### src/rtl/vc_arbiter_if.sv
// rtl/vc_arbiter_if.sv - VC FIFO / destination FIFO signal bundle for vc_arbiter
interface vc_arbiter_if;
    logic       enable;
    logic       vc0_empty;
    logic       vc1_empty;
    logic [5:0] vc0_head;
    logic [5:0] vc1_head;
    logic       d0_afull;
    logic       d1_afull;
    logic       pop_vc0;
    logic       pop_vc1;
    logic       push_d0;
    logic       push_d1;
    logic [5:0] data_out;
    logic       idle_out;
    logic       active_out;
    logic [2:0] starve_cnt;

    modport master (
        input  enable, vc0_empty, vc1_empty, vc0_head, vc1_head, d0_afull, d1_afull,
        output pop_vc0, pop_vc1, push_d0, push_d1, data_out, idle_out, active_out, starve_cnt
    );

    modport slave (
        output enable, vc0_empty, vc1_empty, vc0_head, vc1_head, d0_afull, d1_afull,
        input  pop_vc0, pop_vc1, push_d0, push_d1, data_out, idle_out, active_out, starve_cnt
    );
endinterface

### src/rtl/vc_arbiter.sv
// rtl/vc_arbiter.sv - two-VC to two-destination arbiter, pop in cycle N, push in N+1
module vc_arbiter (
    input  logic            clk,
    input  logic            reset,
    vc_arbiter_if.master    bus
);
    localparam logic [1:0] ST_IDLE   = 2'd0;
    localparam logic [1:0] ST_ACTIVE = 2'd1;
    localparam logic [1:0] ST_STALL  = 2'd2;

    logic [1:0] state;
    logic [1:0] state_nxt;
    logic       elig0;
    logic       elig1;
    logic       grant0;
    logic       grant1;
    logic       grant;
    logic       stall_cond;
    logic       in_flight;
    logic       dest_q;
    logic [5:0] data_q;
    logic [2:0] starve_q;

    // Head bit 4 selects the destination whose almost-full gates eligibility.
    assign elig0 = bus.enable & ~bus.vc0_empty & ~(bus.vc0_head[4] ? bus.d1_afull : bus.d0_afull);
    assign elig1 = bus.enable & ~bus.vc1_empty & ~(bus.vc1_head[4] ? bus.d1_afull : bus.d0_afull);

    // Pops are combinational, so they are gated by reset to stay quiet while it is held.
    assign grant1 = reset & elig1 & (~elig0 | (starve_q == 3'd4));
    assign grant0 = reset & elig0 & ~grant1;
    assign grant  = grant0 | grant1;

    assign stall_cond = bus.enable & ~bus.vc0_empty & ~bus.vc1_empty & ~elig0 & ~elig1;

    always_comb begin
        state_nxt = state;
        case (state)
            ST_IDLE: begin
                if (grant)
                    state_nxt = ST_ACTIVE;
            end
            ST_ACTIVE: begin
                if (grant)
                    state_nxt = ST_ACTIVE;
                else if (stall_cond)
                    state_nxt = ST_STALL;
                else if (!in_flight)
                    state_nxt = ST_IDLE;
            end
            ST_STALL: begin
                if (grant)
                    state_nxt = ST_ACTIVE;
                else if (!in_flight && ((bus.vc0_empty && bus.vc1_empty) || !bus.enable))
                    state_nxt = ST_IDLE;
            end
            default: state_nxt = ST_IDLE;
        endcase
    end

    always_ff @(posedge clk or negedge reset) begin
        if (!reset) begin
            state     <= ST_IDLE;
            in_flight <= 1'b0;
            dest_q    <= 1'b0;
            data_q    <= 6'd0;
            starve_q  <= 3'd0;
        end else begin
            state     <= state_nxt;
            in_flight <= grant;
            if (grant) begin
                data_q <= grant1 ? bus.vc1_head : bus.vc0_head;
                dest_q <= grant1 ? bus.vc1_head[4] : bus.vc0_head[4];
            end
            if (grant1 || bus.vc1_empty)
                starve_q <= 3'd0;
            else if (grant0 && (starve_q != 3'd4))
                starve_q <= starve_q + 3'd1;
        end
    end

    assign bus.pop_vc0    = grant0;
    assign bus.pop_vc1    = grant1;
    assign bus.push_d0    = in_flight & ~dest_q;
    assign bus.push_d1    = in_flight & dest_q;
    assign bus.data_out   = data_q;
    assign bus.idle_out   = (state == ST_IDLE);
    assign bus.active_out = (state == ST_ACTIVE);
    assign bus.starve_cnt = starve_q;
endmodule

### src/flat_wrapper.sv
// flat-port wrapper written by rule: the top's interface ports become plain ports
module vc_arbiter_flat 
  (clk, reset, bus_enable, bus_vc0_empty, bus_vc1_empty, bus_vc0_head, bus_vc1_head, bus_d0_afull, bus_d1_afull, bus_pop_vc0, bus_pop_vc1, bus_push_d0, bus_push_d1, bus_data_out, bus_idle_out, bus_active_out, bus_starve_cnt);
  vc_arbiter_if bus_i ();
  input  logic clk;
  input  logic reset;
  input wire logic [$bits(bus_i.enable)-1:0] bus_enable;
  input wire logic [$bits(bus_i.vc0_empty)-1:0] bus_vc0_empty;
  input wire logic [$bits(bus_i.vc1_empty)-1:0] bus_vc1_empty;
  input wire logic [$bits(bus_i.vc0_head)-1:0] bus_vc0_head;
  input wire logic [$bits(bus_i.vc1_head)-1:0] bus_vc1_head;
  input wire logic [$bits(bus_i.d0_afull)-1:0] bus_d0_afull;
  input wire logic [$bits(bus_i.d1_afull)-1:0] bus_d1_afull;
  output wire logic [$bits(bus_i.pop_vc0)-1:0] bus_pop_vc0;
  output wire logic [$bits(bus_i.pop_vc1)-1:0] bus_pop_vc1;
  output wire logic [$bits(bus_i.push_d0)-1:0] bus_push_d0;
  output wire logic [$bits(bus_i.push_d1)-1:0] bus_push_d1;
  output wire logic [$bits(bus_i.data_out)-1:0] bus_data_out;
  output wire logic [$bits(bus_i.idle_out)-1:0] bus_idle_out;
  output wire logic [$bits(bus_i.active_out)-1:0] bus_active_out;
  output wire logic [$bits(bus_i.starve_cnt)-1:0] bus_starve_cnt;
  assign bus_i.enable = bus_enable;
  assign bus_i.vc0_empty = bus_vc0_empty;
  assign bus_i.vc1_empty = bus_vc1_empty;
  assign bus_i.vc0_head = bus_vc0_head;
  assign bus_i.vc1_head = bus_vc1_head;
  assign bus_i.d0_afull = bus_d0_afull;
  assign bus_i.d1_afull = bus_d1_afull;
  assign bus_pop_vc0 = bus_i.pop_vc0;
  assign bus_pop_vc1 = bus_i.pop_vc1;
  assign bus_push_d0 = bus_i.push_d0;
  assign bus_push_d1 = bus_i.push_d1;
  assign bus_data_out = bus_i.data_out;
  assign bus_idle_out = bus_i.idle_out;
  assign bus_active_out = bus_i.active_out;
  assign bus_starve_cnt = bus_i.starve_cnt;
  vc_arbiter u_core (.clk(clk), .reset(reset), .bus(bus_i));
endmodule
### config.mk
export PLATFORM = sky130hd
export DESIGN_NAME = vc_arbiter_flat
export DESIGN_NICKNAME = d
export VERILOG_FILES = /design/src/rtl/vc_arbiter_if.sv /design/src/rtl/vc_arbiter.sv /design/src/flat_wrapper.sv
export SDC_FILE = /design/constraint.sdc
export NUM_CORES = 1
export LEC_CHECK = 0
export ABC_AREA = 1
export BUFFER_PORTS_ARGS = -buffer_cell sky130_fd_sc_hd__clkbuf_2
export CAP_MARGIN = 15
export CORE_AREA = 2 2 53 43
export CTS_CLUSTER_DIAMETER = 80
export DETAILED_ROUTE_END_ITERATION = 8
export DIE_AREA = 0 0 55 45
export PLACE_DENSITY = 0.68
export SETUP_SLACK_MARGIN = 0.2
export SYNTH_ARGS = -nofsm -noshare
export SYNTH_HDL_FRONTEND = slang
export SYNTH_SLANG_ARGS = --single-unit
### constraint.sdc
create_clock -name clk -period 1.1 [get_ports clk]
set_input_delay 0.055 -clock clk [delete_from_list [all_inputs] [get_ports clk]]
set_output_delay 0.055 -clock clk [all_outputs]
set_load 0.02 [all_outputs]
[Yosys cells after proc, flatten, opt, wreduce, memory -nomap -nowiden]
Index checks and enable logic that the tools add are counted.
Operators by class
  reductions and logical operators: 10
  bitwise operators: 23
  eq/ne operators: 7
  muxes and demuxes: 13
  $add $sub $neg: 1
Operators by type and width (count)
  1-bit bitwise AND: 13
  2-bit two-way mux: 6
  1-bit inverter: 8
  3-bit two-way mux: 2
  6-bit two-way mux: 1
  2-bit case mux with 3 select lines: 1
  4-bit by 2-bit != test with 1-bit output (second input constant): 1
  3-bit by 1-bit adder with 3-bit output (second input constant): 1
  3-bit equality test (second input constant): 1
  1-bit logical AND: 3
  1-bit two-way mux: 3
  3-bit by 1-bit != test with 1-bit output (second input constant): 1
  3-bit != test (second input constant): 1
  3-bit AND reduction: 1
  2-bit by 1-bit equality test with 1-bit output (second input constant): 1
  2-bit equality test (second input constant): 1
  1-bit zero test: 2
  2-bit zero test: 1
  1-bit logical OR: 2
  2-bit by 1-bit != test with 1-bit output (second input constant): 1
  1-bit bitwise OR: 2
  2-bit nonzero test: 1
Storage, ports and cells
  bits of input ports: 19
  word-level logic and storage cells: 59
  output and inout port bits: 15
  bits in registers: 13

[Longest topological paths before layout]
Gate-level depths: netlist (run 1).
  depth after elaboration: 11
  depth in mapped cells: 8
  mapped depth without buffers: 8

[Worst setup path before layout (run 1)]
Ideal clock, no wire load.
  kind: register to output
  from: register u_core.starve_q[0], in the netlist u_core.bus.starve_cnt[0]
  to: output port bus_pop_vc0
  buffers on the path: 0
  setup slack: -379 ps
  cell stages (with the launch flop): 8
  data required time: 1045 ps
  arrival: 1424 ps
  cell sequence: dfrtp_1 > inv_1 > ha_1 > nand2_1 > nand3_1 > nand2_4 > inv_4 > nor2_1
Between the ends
  cells in the longest elaborated chain, start to end: 5
Ends and longest elaborated chain
  from (decl): RTL line vc_arbiter.sv:22  | logic [2:0] starve_q;
  from (signal assigned): RTL line vc_arbiter.sv:77  | starve_q <= starve_q + 3'd1;
  3-bit equality test: RTL line vc_arbiter.sv:29  | assign grant1 = reset & elig1 & (~elig0 | (starve_q == 3'd4));
  1-bit bitwise OR: RTL line vc_arbiter.sv:29
  1-bit bitwise AND: RTL line vc_arbiter.sv:29
  via bus_pop_vc1: RTL line flat_wrapper.sv:15  | output wire logic [$bits(bus_i.pop_vc1)-1:0] bus_pop_vc1;
  1-bit inverter: RTL line vc_arbiter.sv:30  | assign grant0 = reset & elig0 & ~grant1;
  1-bit bitwise AND: RTL line vc_arbiter.sv:30
  to (decl): RTL line flat_wrapper.sv:14  | output wire logic [$bits(bus_i.pop_vc0)-1:0] bus_pop_vc0;
The timed path passes the listed nets, and every way through them passes these cells.

[Worst setup path in the final report (run 1)]
  from: register u_core.starve_q[0], in the netlist u_core.bus.starve_cnt[0]
  to: output port bus_pop_vc0
Between the ends
  cells in the longest elaborated chain, start to end: 5
Ends and longest elaborated chain (RTL line)
  3-bit equality test: vc_arbiter.sv:29
  1-bit bitwise OR: vc_arbiter.sv:29
  1-bit bitwise AND: vc_arbiter.sv:29
  1-bit inverter: vc_arbiter.sv:30
  1-bit bitwise AND: vc_arbiter.sv:30
Every way passes these cells.

==> reports/qor.txt, run 1 <==
Initial antenna violation count: 0
Max Clk Rate: 707 MHz
Setup violators final: 12
GPL Wtd Cong: 0.764
Worst-path clk slew: 0.08 ns
Placed Area: 1010 um^2
Die height: 45 um
Share of cells above drive strength 1: 56.9%
Starting Density: 37.9%
First-pass GRT wire length: 3.47 mm
Critical Path AT: 1.36 ns
Final count of pins violating max slew: 0
Syn nets: 119
Synth Warn #: 0
H-tree depth: 1
I/O pin total: 34
Register-to-Register Path Depth: 9
Core footprint: 1930 um^2
Detailed-route via count: 903
Seq/Total Area, Yosys: 41.1%
I/O Buffers: 33
Die width: 55 um
Avg Vias per Cell: 4.91
Synthesized instance count: 98
Hold path depth: 3
Worst skew pair latency: 0.29 ns
Clk sinks: 12
GRT Util Overall: 19.8%
Util after Layout: 71.9%
Final WL: 2.32 mm
VDD IR max: 0.000853 V
CP Cell Sequence: inv_2, ha_4, nand2_4, nand3_4, nand2_4, inv_8, nor2_4, buf_8
Crit path largest cell delay: 0.37 ns
Setup Skew: 0.00232 ns
Commonest cells after routing, fill and taps aside: 19 x nand3_1, 18 x clkbuf_2, 15 x buf_4, 14 x nand2_1, 12 x buf_6
Routed WL per cell: 12.6 um
TritonCTS clock tree: built
Failing checks: negative setup slack
CP max FO: 4
Cell area after layout: 1390 um^2
Nets@finish: 182
Crit path kind: reg2out
Root buf cell: clkbuf_4
Worst EP required: 1.04 ns
Starting DRT DRC Count: 18
Final WS setup: -0.315 ns
Max Cap Violations: 0
RSZ-0062 raised after global routing: true
Hpwl dp: 1.49 mm
Worst Hold Class: in2reg
DR pass1 iterations: 4
P&R area growth vs syn: 89.7%
Ant. Diodes: 0
Period utilization: 129%
Startpoint Class: flop
Post-Syn Area: 731 um^2
# rows: 14
Grt total ovfl: 0
Clock tree buffer depth: 2
Status: complete, but fails checks
CTS buffer count: 3
Final hold slack: 0.00933 ns
Critical-path top delay cell: dfrtp_2
Residual DRC: 0
Crit-path most repeated cell: nand2_4
Setup TNS: -2.80 ns
Fillers: 153
Register bit total from synthesis: 12
DRT antenna net count: 0
Max_slew headroom: 82.2%
PwrDens: 1040 nW/um^2
Commonest non-fill, non-tap cell in the layout: nand3_1
DIE AREA: 2480 um^2
Avg Inst Size Synth: 7.46 um^2
Pre-CTS setup slack: -0.119 ns
Worst setup EP type: output port
Largest net degree at the start of global routing: 11
Crit path time final: 1.42 ns
Yosys cell types: 19
Worst Max-Slew Pin Slew: 0.267 ns
Number of global-route vias before repair: 821
Fin. Hold Viols: 0
Leak Pwr: 0.719 nW
[where the power goes]
| part | total [mW] | switching (mW) | leakage [nW] | internal, mW |
|---|---|---|---|---|
| registers | 0.544 | 0.0477 | 0.155 | 0.496 |
| clock network | 0.373 | 0.172 | 0.0210 | 0.202 |
| logic | 0.526 | 0.248 | 0.544 | 0.277 |
[layout make-up]
type	count	area (um^2)	area share (%)
timing repair buffer	59	503	36.3
multi-input combinational	69	447	32.2
sequential	12	303	21.8
inverter	16	67.6	4.87
clock buffer	4	36.3	2.62
tap	24	30.0	2.17
[through the flow]
stage	std cells	power (mW)
after global placement	159	0.885
after global routing	184	1.52
final	184	1.44
after detailed placement	159	0.888
after floorplan	98	0.755
after CTS	172	1.31
[cell usage after synthesis (all sizes together)]
cell,count,area share (%)
buf,1,1.0
nand4,4,3.4
xor2,1,1.2
o211ai,1,1.0
inv,16,8.6
nand2,26,15
dfrtp,12,41
a21oi,2,1.4
ha,2,3.4
nand3,23,16
nor2,7,5.7
o21ai,2,1.4
nor3,1,0.68
[state kept, by name, indices dropped and copies added (netlist names)]
register	cells
u_core.bus.data_out	6
u_core.state	2
u_core.in_flight	1
u_core.bus.starve_cnt	3
[metal layers]
layer / routed length (um) / vias to the layer above / track usage [%] / share of wire, %
met5: 0 / - / 0 / 0
met4: 23 / 0 / 3.90 / 0.99
met3: 170 / 5 / 8.28 / 7.3
met2: 1170 / 37 / 32.6 / 50
met1: 956 / 418 / 24.5 / 41
li1: - / 443 / - / -
[cells by family after synthesis]
logic type	after synthesis	share of synthesized area (%)
buffers and inverters	17	9.59
AO/OA/AOI/OAI	5	3.77
AND/OR/NAND/NOR	61	40.9
XOR/XNOR	1	1.20
flip-flops	12	41.1
adder cells (fa/ha/maj)	2	3.42
[critical path: cells and delay by family, from the launching register on]
kind,cells,cell delay [ns]
simple gates,4,0.34
flops,1,0.37
fa+ha+maj,1,0.16
buf+inv,3,0.21
[worst paths after layout]
check	slack, ns	startpoint	end
max	-0.32	u_core.bus.starve_cnt[0]	bus_pop_vc0
min	0.009	bus_vc0_head[5]	u_core.bus.data_out[5]
max reg2reg	-0.25	u_core.bus.starve_cnt[0]	u_core.bus.starve_cnt[2]
min reg2reg	0.56	u_core.bus.data_out[1]	u_core.bus.data_out[1]
max in group asynchronous	0.59	reset	u_core.bus.starve_cnt[0]
min in group asynchronous	0.31	reset	u_core.in_flight
[what timing repair did]
action | CTS | global route
setup buffers | 7 | 7
endpoints found under the hold margin | 13 | 4
pin swaps | 9 | 9
hold buffers | 2 | 4
resized for setup | 20 | 35
setup endpoints to repair | 19 | 26
cloned | 0 | 1
Power figures use the tool's default switching activity.
==> run 2: changes to the inputs <==
--- a/config.mk
+++ b/config.mk
@@ -13,6 +13,7 @@
 export DETAILED_ROUTE_END_ITERATION = 8
 export DIE_AREA = 0 0 55 45
 export PLACE_DENSITY = 0.68
+export RECOVER_POWER = 25
 export SETUP_SLACK_MARGIN = 0.2
 export SYNTH_ARGS = -nofsm -noshare
 export SYNTH_HDL_FRONTEND = slang
==> constraint.sdc (replaced) <==
create_clock -name clk -period 1.1 [get_ports clk]
set_input_delay 0.22 -clock clk [delete_from_list [all_inputs] [get_ports clk]]
set_output_delay 0.22 -clock clk [all_outputs]
set_load 0.02 [all_outputs]
==> run 2 against run 1 <==
Effect of this change:
- the flow still finishes with violations (negative setup slack)
- maximum frequency shrank 12%
- count of clock-buffer cells in the layout stayed put
- worst setup slack got worse by 0.20 ns
- first-iteration DRC count is 28% lower
- die area unchanged
- register-to-register slack got worse by 0.22 ns
- power fell by 4.1%
- flip-flop and latch count is the same
- cell count rose by 1.6%
- non-clock buffer count grew 3
- sequential share of layout area decreased by 0.71 points
- critical endpoint unchanged
- largest power group unchanged
==> reports/qor.txt, run 2 (synthesis gave the netlist of run 1 again) <==
Reg2reg end: u_core.bus.starve_cnt[0] (was u_core.bus.starve_cnt[2])
Startpoint Class: flop (unchanged)
Setup Skew: 0.00214 ns (was 0.00232 ns)
Clk sinks: 12 (unchanged)
Largest net degree at the start of global routing: 10 (was 11)
Worst-path clk slew: 0.08 ns (about the same)
GRT Util Overall: 22.8% (was 19.8%)
PwrDens: 966 nW/um^2 (was 1040 nW/um^2)
VDD IR max: 0.000749 V (was 0.000853 V)
Worst Max-Slew Pin Slew: 0.341 ns (was 0.267 ns)
DIE AREA: 2480 um^2 (unchanged)
Register-to-Register Path Depth: 11 (was 9)
Worst setup EP type: output port (unchanged)
First-pass GRT wire length: 4.00 mm (was 3.47 mm)
GPL Wtd Cong: 0.776 (was 0.764)
Residual DRC: 0 (unchanged)
Critical path's top delay family: flip-flops (unchanged)
Critical-path top delay cell: dfrtp_2 (unchanged)
DRT antenna net count: 0 (unchanged)
Starting Density: 37.9% (unchanged)
Hold Path Sink: u_core.bus.data_out[3] (was u_core.bus.data_out[5])
Die width: 55 um (unchanged)
Status: complete, but fails checks (unchanged)
Leak Pwr: 0.750 nW (was 0.719 nW)
Fin. Hold Viols: 0 (unchanged)
Share of cells above drive strength 1: 57.7% (was 56.9%)
Root buf cell: clkbuf_4 (unchanged)
I/O Buffers: 33 (unchanged)
Commonest non-fill, non-tap cell in the layout: nand3_1 (unchanged)
Initial antenna violation count: 0 (unchanged)
Overall power: 1.38 mW (was 1.44 mW)
Buffers & Inverters on Critical Path: 3 (unchanged)
H-tree depth: 1 (unchanged)
# rows: 14 (unchanged)
CP max FO: 3 (was 4)
Failing checks: negative setup slack (unchanged)
Fillers: 154 (was 153)
CP Cell Sequence: inv_2, ha_4, nand2_4, nand3_2, nand2_4, inv_8, nor2_4, buf_8 (was inv_2, ha_4, nand2_4, nand3_4, nand2_4, inv_8, nor2_4, buf_8)
Crit path kind: reg2out (unchanged)
Final hold slack: 0.135 ns (was 0.00933 ns)
Final WL: 2.59 mm (was 2.32 mm)
Clock tree buffer depth: 2 (unchanged)
Hold Startpoint: bus_vc1_head[3] (was bus_vc0_head[5])
Post-Place Cells: 168 (was 159)
FF-to-FF Start: u_core.bus.starve_cnt[0] (unchanged)
Detailed-route via count: 942 (was 903)
Hpwl dp: 1.60 mm (was 1.49 mm)
RSZ-0062 raised after global routing: true (unchanged)
Grt total ovfl: 0 (unchanged)
Crit path time final: 1.61 ns (was 1.42 ns)
Nets@finish: 185 (was 182)
Final std cells w/o fill: 187 (was 184)
Setup violators final: 18 (was 12)
Commonest cells after routing, fill and taps aside: 19 x nand3_1, 17 x nand2_1, 17 x clkbuf_2, 14 x buf_4, 12 x buf_6 (was 19 x nand3_1, 18 x clkbuf_2, 15 x buf_4, 14 x nand2_1, 12 x buf_6)
Worst Hold Class: in2reg (unchanged)
Ant. Diodes: 0 (unchanged)
Placed Area: 1080 um^2 (was 1010 um^2)
Core footprint: 1930 um^2 (unchanged)
P&R area growth vs syn: 96.1% (was 89.7%)
CTS buffer count: 3 (unchanged)
Max Cap Violations: 0 (unchanged)
Die height: 45 um (unchanged)
Avg Vias per Cell: 5.04 (was 4.91)
Cell area after layout: 1430 um^2 (was 1390 um^2)
Final count of pins violating max slew: 0 (unchanged)
Critical Path AT: 1.39 ns (was 1.36 ns)
Final WS setup: -0.511 ns (was -0.315 ns)
I/O pin total: 34 (unchanged)
Max_slew headroom: 77.2% (was 82.2%)
Number of global-route vias before repair: 932 (was 821)
Crit path largest cell delay: 0.38 ns (was 0.37 ns)
Pre-CTS setup slack: -0.204 ns (was -0.119 ns)
Worst EP required: 0.88 ns (was 1.04 ns)
FF-to-FF setup slack: -0.47 ns (was -0.25 ns)
TritonCTS clock tree: built (unchanged)
Max Clk Rate: 621 MHz (was 707 MHz)
Worst skew pair latency: 0.28 ns (was 0.29 ns)
Routed WL per cell: 13.8 um (was 12.6 um)
Starting DRT DRC Count: 13 (was 18)
Period utilization: 146% (was 129%)
DR pass1 iterations: 4 (unchanged)
Hold path depth: 3 (unchanged)
Crit-path most repeated cell: nand2_4 (unchanged)
Largest register FFs: 6 (unchanged)
[run 2: final cells by class]
cell class	count	area, um^2	share of cell area, %
clock buffers	4	26.3	1.83
well taps	24	30.0	2.10
multi-input cells	69	434	30.3
flip-flops and latches	12	303	21.1
inverters	16	67.6	4.72
repair buffers	62	572	39.9
[run 2: how the worst max path moves through the flow]
stage | startpoint | end | slack (ns) | depth (start not counted)
after detailed placement | u_core.bus.starve_cnt[0] | bus_pop_vc0 | -0.20 | 8
after global routing | u_core.bus.starve_cnt[0] | bus_pop_vc0 | -0.58 | 8
after global placement | u_core.bus.starve_cnt[0] | bus_pop_vc0 | -0.18 | 8
after CTS | u_core.bus.starve_cnt[0] | bus_pop_vc0 | -0.45 | 8
final | u_core.bus.starve_cnt[1] | bus_pop_vc0 | -0.51 | 8
after floorplan | u_core.bus.starve_cnt[0] | bus_pop_vc0 | -0.26 | 7
[run 2: report_power, final]
group	leakage, nW	internal (mW)	switching [mW]
clock	0.0150	0.141	0.163
combinational	0.580	0.286	0.249
sequential	0.155	0.496	0.0471
[run 2: metrics by stage]
step / TNS, ns / utilization, %
floorplan: -1.34 / -
finish: -4.79 / 74.4
global route: -6.00 / 74.4
detailed placement: -1.59 / 56.2
global placement: -1.21 / 56.2
CTS: -4.12 / 70.5
[run 2: metal layers]
metal | global-route usage (%) | part of all wire, % | vias to the layer above
met2 | 39.8 | 52 | 37
li1 | - | - | 447
met1 | 27.0 | 40 | 452
met5 | 0 | 0 | -
met4 | 5.85 | 2.2 | 0
met3 | 6.95 | 5.5 | 6
[run 2: tightest hold or removal path, delay by kind of cell]
kind          cells  cell delay [ns]
buf+inv           1             0.07
simple gates      2             0.09
[run 2: repair_timing]
action / 4_1_cts / 5_1_grt
pin swaps: 10 / 12
gates resized for setup: 38 / 18
endpoints found under the hold margin: 6 / 0
buffers inserted: 9 / 4
hold buffers: 2 / 0
endpoints found under the setup margin: 24 / 26
